===== src/rtl/user_ss_loopback.sv =====
// AXI-Lite control/status block wrapped around a first-word-fall-through
// stream FIFO that loops ss_* to sm_* with optional XOR scrambling.
module user_ss_loopback #(
    parameter int pADDR_WIDTH = 12,
    parameter int pDATA_WIDTH = 32,
    parameter int pDEPTH      = 8
) (
    input  logic                     axi_clk,
    input  logic                     axi_reset_n,
    input  logic [pADDR_WIDTH-1:0]   ls_awaddr,
    input  logic                     ls_awvalid,
    output logic                     ls_awready,
    input  logic [pDATA_WIDTH-1:0]   ls_wdata,
    input  logic [pDATA_WIDTH/8-1:0] ls_wstrb,
    input  logic                     ls_wvalid,
    output logic                     ls_wready,
    input  logic [pADDR_WIDTH-1:0]   ls_araddr,
    input  logic                     ls_arvalid,
    output logic                     ls_arready,
    output logic [pDATA_WIDTH-1:0]   ls_rdata,
    output logic                     ls_rvalid,
    input  logic                     ls_rready,
    input  logic [pDATA_WIDTH-1:0]   ss_tdata,
    input  logic [2:0]               ss_tid,
    input  logic                     ss_tlast,
    input  logic                     ss_tvalid,
    output logic                     ss_tready,
    output logic [pDATA_WIDTH-1:0]   sm_tdata,
    output logic [2:0]               sm_tid,
    output logic                     sm_tlast,
    output logic                     sm_tvalid,
    input  logic                     sm_tready,
    output logic                     user_irq,
    output logic                     hi_pri_req
);

    localparam int PTR_W   = $clog2(pDEPTH);
    localparam int LVL_W   = PTR_W + 1;
    localparam int ENTRY_W = pDATA_WIDTH + 4;
    localparam int STRB_W  = pDATA_WIDTH / 8;

    localparam logic [pADDR_WIDTH-1:0] ADDR_CTRL    = pADDR_WIDTH'('h00);
    localparam logic [pADDR_WIDTH-1:0] ADDR_STATUS  = pADDR_WIDTH'('h04);
    localparam logic [pADDR_WIDTH-1:0] ADDR_THRESH  = pADDR_WIDTH'('h08);
    localparam logic [pADDR_WIDTH-1:0] ADDR_PKT_CNT = pADDR_WIDTH'('h0C);
    localparam logic [pADDR_WIDTH-1:0] ADDR_XOR_KEY = pADDR_WIDTH'('h10);

    logic                   en, xor_mode, irq_en, irq_pend;
    logic [15:0]            thresh;
    logic [31:0]            pkt_cnt;
    logic [pDATA_WIDTH-1:0] xor_key;
    logic                   wr_ready, ar_enable;
    logic                   wr_fire, irq_set, irq_clr;

    logic [ENTRY_W-1:0]     mem [pDEPTH];
    logic [PTR_W-1:0]       wr_ptr, rd_ptr;
    logic [LVL_W-1:0]       level;
    logic                   push, pop;
    logic [ENTRY_W-1:0]     push_entry;
    logic [pDATA_WIDTH-1:0] rd_mux;

    // Write channel: both ready lines pulse together once aw and w are both offered.
    assign ls_awready = wr_ready;
    assign ls_wready  = wr_ready;
    assign wr_fire    = wr_ready && ls_awvalid && ls_wvalid;
    assign irq_set    = pop && sm_tlast;
    assign irq_clr    = wr_fire && (ls_awaddr == ADDR_STATUS) && ls_wstrb[2] && ls_wdata[16];

    assign ss_tready  = en && (level < LVL_W'(pDEPTH));
    assign sm_tvalid  = (level != '0);
    assign push       = ss_tvalid && ss_tready;
    assign pop        = sm_tvalid && sm_tready;
    assign push_entry = {ss_tdata ^ (xor_mode ? xor_key : '0), ss_tid, ss_tlast};
    assign {sm_tdata, sm_tid, sm_tlast} = mem[rd_ptr];

    assign ls_arready = ar_enable && !ls_rvalid;

    // NOTE: state updates use non-blocking assignments so every flop samples pre-edge values.
    always_ff @(posedge axi_clk or negedge axi_reset_n) begin
        if (!axi_reset_n) begin
            en         <= 1'b0;
            xor_mode   <= 1'b0;
            irq_en     <= 1'b0;
            irq_pend   <= 1'b0;
            thresh     <= '0;
            pkt_cnt    <= '0;
            xor_key    <= '0;
            wr_ready   <= 1'b0;
            user_irq   <= 1'b0;
            hi_pri_req <= 1'b0;
        end else begin
            wr_ready <= ls_awvalid && ls_wvalid && !wr_ready;
            if (wr_fire) begin
                case (ls_awaddr)
                    ADDR_CTRL:
                        if (ls_wstrb[0]) {irq_en, xor_mode, en} <= ls_wdata[2:0];
                    ADDR_THRESH:
                        for (int b = 0; b < 2; b++)
                            if (ls_wstrb[b]) thresh[8*b +: 8] <= ls_wdata[8*b +: 8];
                    ADDR_XOR_KEY:
                        for (int b = 0; b < STRB_W; b++)
                            if (ls_wstrb[b]) xor_key[8*b +: 8] <= ls_wdata[8*b +: 8];
                    default: ;
                endcase
            end
            // A packet completing in the same cycle as a W1C wins.
            if (irq_set)      irq_pend <= 1'b1;
            else if (irq_clr) irq_pend <= 1'b0;
            if (irq_set) pkt_cnt <= pkt_cnt + 32'd1;
            user_irq   <= irq_pend && irq_en;
            hi_pri_req <= (thresh != '0) && (16'(level) >= thresh);
        end
    end

    always_ff @(posedge axi_clk or negedge axi_reset_n) begin
        if (!axi_reset_n) begin
            wr_ptr <= '0;
            rd_ptr <= '0;
            level  <= '0;
        end else begin
            if (push) wr_ptr <= wr_ptr + 1'b1;
            if (pop)  rd_ptr <= rd_ptr + 1'b1;
            case ({push, pop})
                2'b10:   level <= level + 1'b1;
                2'b01:   level <= level - 1'b1;
                default: ;
            endcase
        end
    end

    // NOTE: storage has no reset; emptying the pointers and level is enough to discard it.
    always_ff @(posedge axi_clk) begin
        if (push) mem[wr_ptr] <= push_entry;
    end

    // NOTE: every always_comb output gets a default first so no latch is inferred.
    always_comb begin
        rd_mux = '0;
        case (ls_araddr)
            ADDR_CTRL:    rd_mux[2:0] = {irq_en, xor_mode, en};
            ADDR_STATUS:  begin
                rd_mux[15:0] = 16'(level);
                rd_mux[16]   = irq_pend;
            end
            ADDR_THRESH:  rd_mux[15:0] = thresh;
            ADDR_PKT_CNT: rd_mux[31:0] = pkt_cnt;
            ADDR_XOR_KEY: rd_mux       = xor_key;
            default: ;
        endcase
    end

    always_ff @(posedge axi_clk or negedge axi_reset_n) begin
        if (!axi_reset_n) begin
            ar_enable <= 1'b0;
            ls_rvalid <= 1'b0;
            ls_rdata  <= '0;
        end else begin
            ar_enable <= 1'b1;
            if (ls_rvalid) begin
                if (ls_rready) ls_rvalid <= 1'b0;
            end else if (ls_arvalid && ls_arready) begin
                ls_rvalid <= 1'b1;
                ls_rdata  <= rd_mux;
            end
        end
    end

endmodule


===== config.mk =====
export PLATFORM = sky130hd
export DESIGN_NAME = user_ss_loopback
export DESIGN_NICKNAME = d
export VERILOG_FILES = /design/src/rtl/user_ss_loopback.sv
export SDC_FILE = /design/constraint.sdc
export NUM_CORES = 1
export LEC_CHECK = 0
export CAP_MARGIN = 15
export CORE_MARGIN = 3
export CORE_UTILIZATION = 57
export CTS_CLUSTER_SIZE = 28
export DETAILED_ROUTE_END_ITERATION = 8
export PLACE_DENSITY = 0.8
export SLEW_MARGIN = 5
export SYNTH_ARGS = -nofsm -noshare
export SYNTH_HDL_FRONTEND = slang
export SYNTH_SLANG_ARGS = --single-unit

===== constraint.sdc =====
create_clock -name axi_clk -period 5.3 [get_ports axi_clk]
set_input_delay 1.59 -clock axi_clk [delete_from_list [all_inputs] [get_ports axi_clk]]
set_output_delay 1.59 -clock axi_clk [all_outputs]
set_load 0.02 [all_outputs]

# After elaboration in Yosys (flattened, before gate mapping)
# Memories as Yosys holds them, arrays and structs flattened.
# Cells that the tools add are included.
[op_classes]
n_reduce_logical = 31
n_lt_le_gt_ge = 2
add_sub_neg = 5
n_eq_ne = 9
bitwise = 2
n_mux = 13
[ops]
columns = ["cell", "n"]
rows = [
  ["13-bit case mux with 4 select lines", 1],
  ["12-bit by 4-bit == test with 1-bit output, second input constant", 3],
  ["32-bit by 1-bit adder with 32-bit output, second input constant", 1],
  ["32-bit 2-to-1 mux", 1],
  ["32-bit bitwise XOR", 1],
  ["15-bit case mux with 2 select lines", 1],
  ["12-bit by 3-bit == test with 1-bit output, second input constant", 2],
  ["12-bit by 5-bit == test with 1-bit output, second input constant", 2],
  ["12-bit zero test", 2],
  ["3-bit AND reduction", 7],
  ["4-bit by 16-bit >= comparator with 1-bit output", 1],
  ["16-bit nonzero test", 1],
  ["1-bit logical AND", 15],
  ["3-bit case mux with 5 select lines", 1],
  ["4-bit case mux with 2 select lines", 1],
  ["1-bit 2-to-1 mux", 7],
  ["3-bit by 1-bit adder with 3-bit output, second input constant", 2],
  ["4-bit by 1-bit adder with 4-bit output, second input constant", 1],
  ["4-bit < comparator, second input constant", 1],
  ["2-bit nonzero test", 2],
  ["4-bit nonzero test", 1],
  ["4-bit by 1-bit subtractor with 4-bit output, second input constant", 1],
  ["1-bit case mux with 3 select lines", 1],
  ["2-bit by 1-bit == test with 1-bit output, second input constant", 1],
  ["4 further kinds", 5],
]
[word_totals]
output_inout_bits = 76
word_cells = 83
ram_bits = 288
n_memories = 1
in_bits = 104
reg_bits = 131
[memory_table]
columns = ["memory", "depth", "width", "read_ports", "rd_clocked_by_memory_dff", "write_ports", "line", "rtl"]
rows = [
  ["mem", 8, 36, 1, 0, 1, "55", "logic [ENTRY_W-1:0] mem [pDEPTH];"],
]

# Logic depth before layout (Yosys ltp)
[logic_depth]
depth_word = 7
mapped_depth = 10
depth_no_buf = 10

# Worst setup path after synthesis
# OpenSTA, ideal clock, no wires.
[synth_path]
path_kind = "input to register"
start = "input ss_tvalid"
end = "memory mem[0][0] in the netlist's numbering, enable pin"
t_required_ps = 4826
setup_slack_ps = 453
arrival_time_ps = 4373
cell_stages = 3
cell_sequence = "and2_1 -> nand2b_1 -> nor3_1"
[synth_between]
elab_chain_cells = 3
[synth_rtl]
columns = ["element", "line", "rtl"]
rows = [
  ["from (decl)", "26", "input logic ss_tvalid,"],
  ["1-bit logical AND", "71", "assign push = ss_tvalid && ss_tready;"],
  ["1-bit 2-to-1 mux", "133", "if (push) mem[wr_ptr] <= push_entry;"],
  ["1-bit 2-to-1 mux (implied by the code)", "133", ""],
  ["to (decl)", "55", ""],
]
# Every way passes these cells.

# Worst setup path after layout
[layout_path]
start = "register rd_ptr[0]"
end = "output sm_tdata[26]"
[layout_between]
elab_chain_cells = 1
[layout_rtl]
columns = ["element", "line", "rtl"]
rows = [
  ["from (decl)", "56", "logic [PTR_W-1:0] wr_ptr, rd_ptr;"],
  ["from (signal assigned)", "122", "if (pop) rd_ptr <= rd_ptr + 1'b1;"],
  ["memory read 8 x 36 bit", "-", ""],
  ["to (decl)", "28", "output logic [pDATA_WIDTH-1:0] sm_tdata,"],
]
# Every way passes these cells.

==> reports/metrics.cfg <==
[outcome]
outcome = finished clean

[synthesis]
postSynthNetCount = 1138
ys_seq_area_share_pct = 68.79
synth_flop_cell = edfxtp_1
yosysWarnings = 0
synth_edf_count = 288
syn-cell-area_sq_um = 17340
synth_cell_types = 51
synthCells = 1024
ys_ff_latch = 419
async_flop_share_pct = 31.26
syn_avg_cell_area_sq_um = 16.93

[finish]
final_cells = 1644
synthToLayoutAreaGrowth_pct = 20.83
drive_gt1_share_pct = 20.89
multi_input_area_sq_um = 5196
area.sequential_sq_um = 11930
fin_util_pct = 70.31
nFillCells = 1900
nets = 1335
finalInstanceArea_sq_um = 20950
antenna_cells = 0

[grt]
grt_pass1_vias = 10320
grt_use_met2_pct = 38.44
met1_usage_pct = 36.11
overflow = 0
grt_first_pass_wirelength_mm = 61.34
busiest_layer = met2
grt_antenna_before_repair = 0
use_met3_pct = 4.340
track_usage_pct = 24.30
grt_start_max_net_pins = 74

[timing]
setup_tns_ns = 0
rsz0062_at_grt = false
setup_viol = 0
worst_slack_ns = 0.4964
final.min_clock_period_ns = 4.804
relSlewSlack_pct = 23.16
post-route-period-util_pct = 90.63
maxSlewViolCount = 0
worst_pin_slew_ns = 1.153
whs_ns = 0.4725
hold_viol = 0
finClkSkew_ns = 0.02479
fmax_mhz = 208.2

[clocking]
post_cts_resized = 0
cts_tree = done
cts_root_buf = clkbuf_16
cts_max_path_buffers = 3
cts.htree.levels = 2
hold_buffers = 0
clock_latency_ns = 0.54
cts-buffers-inserted = 41
cts.clk_slew.worst_paths_ns = 0.06
post-cts-setup-buffer-count = 0
cts_sinks = 419

[power_and_ir_drop]
p_comb_share_pct = 24.2
peakVddDrop_mv = 0.2396
switchingPower_mw = 2.368
switching_share_pct = 27.07
p_seq_share_pct = 43.5
cellLeakagePower_nw = 7.508
p_per_area_nw_per_um2 = 417.6
pwr-share-clk_pct = 32.3
internal_power_mw = 6.381
design_power_total_mw = 8.749

[critical_path]
crit_required_ns = 3.71
r2r_setup_slack_ns = 2.22
cp-start-kind = flip-flop
worst_setup_path_end_kind = output pin
crit_arrival_ns = 3.21
path_class = reg -> out
cp_max_fo = 39

[floorplan]
fp-row-count = 63
die_h_um = 180.4
initial_core_util_pct = 58.19
chipWidth_um = 180.4
dieArea_sq_um = 32550
core_sq_um = 29800
io_pins = 180

[routing]
vias_per_cell = 6.023
drtIter0Drc = 1091
antenna_left = 0
wire_per_inst_um = 23.82
wl_mm = 39.17
drt_first_pass_iters = 7
vias = 9901
route.detailed.drc = 0

[worst_hold_path]
worstHoldPathType = reg -> reg

[flow_run]
drv_cap = 0

[place]
place_congestion = 0.8385
dpl_cell_area_sq_um = 19640
dp.final_hpwl_mm = 25.72
dp_slack_ns = 1.014
io_buffers = 179
placed_cells = 1568

## cell families (layout without fill, tap and decap cells)
kind of cell / count (synthesis) / in the layout / synth area share (%)
flip-flops: 419 / 419 / 68.79
AND/OR/NAND/NOR: 220 / 220 / 6.437
multiplexers: 166 / 166 / 15.50
AO/OA/AOI/OAI: 78 / 78 / 3.334
XOR/XNOR: 72 / 72 / 3.637
buffers and inverters: 58 / 288 / 1.559
adder cells (fa/ha/maj): 10 / 10 / 0.7217
other: 1 / 1 / 0.02163
## registers in the layout (all words and copies together) (netlist names), 3 cells and up
name      count
xor_key      32
thresh       16
level         4
ls_rdata     32
rd_ptr        3
pkt_cnt      32
wr_ptr        3
mem         288
## layer usage
metal  up-vias  part of all wire, %  wire (um)
met5         -                    0          0
met4         0                  1.8        712
met3        61                  7.0       2722
met2       414                   48      18900
met1      5074                   43      16830
li1       4352                    -          -
## power by group through the flow
stage | sequential, mW | clock [mW] | combinational (mW)
after floorplan | 3.67 | 0 | 1.54
after global placement | 3.88 | 0 | 2.09
after detailed placement | 3.88 | 0 | 2.13
after CTS | 3.81 | 2.86 | 2.14
after global routing | 3.83 | 3.00 | 2.25
final | 3.81 | 2.82 | 2.12
## path summary, 6_finish.rpt
path	startpoint	end	cells past startpoint
worst max-delay path	rd_ptr[0]	sm_tdata[26]	4
worst max register to register	rd_ptr[0]	pkt_cnt[5]	6
max in group asynchronous	axi_reset_n	thresh[10]	2
worst min register to register	ls_awready	ls_awready	1
worst min-delay path	ls_awready	ls_awready	1
min in group asynchronous	axi_reset_n	xor_key[30]	1
## cells in the mapped netlist, types with 2 or more instances
library cell / n / area (sq um)
or4_4: 2 / 22.52
mux4_2: 73 / 1644
and3_1: 6 / 37.54
xnor2_1: 58 / 508.0
mux2i_1: 3 / 30.03
a22oi_1: 32 / 240.2
or3_1: 4 / 25.02
buf_4: 7 / 52.55
nor3_1: 13 / 65.06
a21o_1: 2 / 15.01
nand2b_1: 4 / 25.02
o31ai_1: 2 / 15.01
buf_2: 14 / 70.07
and4_1: 2 / 17.52
mux2_2: 90 / 1013
nor4_1: 8 / 50.05
and2_1: 4 / 25.02
a21oi_1: 4 / 20.02
inv_1: 11 / 41.29
o21ai_1: 12 / 60.06
xor2_1: 14 / 122.6
nor2b_1: 6 / 37.54
dfrtp_1: 131 / 3278
nand4_1: 16 / 100.1
buf_1: 3 / 11.26
nand4b_1: 2 / 17.52
nand2_1: 88 / 330.3
a221o_1: 12 / 120.1
edfxtp_1: 288 / 8648
ha_1: 10 / 125.1
nand3_1: 14 / 70.07
and4b_1: 2 / 20.02
or4_1: 2 / 15.01
clkbuf_1: 21 / 78.83
nor4_4: 2 / 42.54
o21ai_0: 9 / 45.04
nand3b_1: 3 / 22.52
nor2_1: 37 / 138.9
## layout by cell type, fill, tap and decap left out, types with 6 or more instances in the layout
cell type / instances
nand4_1: 16
buf_4: 21
nor2_1: 31
xnor2_1: 58
nand2_1: 88
clkbuf_16: 42
inv_1: 11
ha_1: 10
edfxtp_1: 288
nor4_1: 8
clkbuf_1: 10
nor3_1: 11
xor2_1: 14
a221o_1: 12
clkinv_1: 9
mux4_2: 73
nor2_4: 7
clkinv_2: 7
a22oi_1: 32
o21ai_1: 12
clkdlybuf4s50_1: 178
mux2_2: 90
o21ai_0: 9
nor2b_1: 6
nand3_1: 14
dfrtp_1: 128
and3_1: 6
## worst max-delay path: stages (launching register included)
cell	delay [ns]
dfrtp_4	0.92
buf_4	0.35
mux4_2	0.53
mux2_2	0.28
clkdlybuf4s50_1	0.55
## cell type report
class / count / area share (%)
Sequential cell: 419 / 56.96
Timing Repair Buffer: 201 / 9.448
Inverter: 11 / 0.1971
Tap cell: 390 / 2.329
Clock buffer: 53 / 5.262
Clock inverter: 23 / 1.003
Multi-Input combinational cell: 547 / 24.80
No activity file was read; power rests on OpenSTA's default activity.
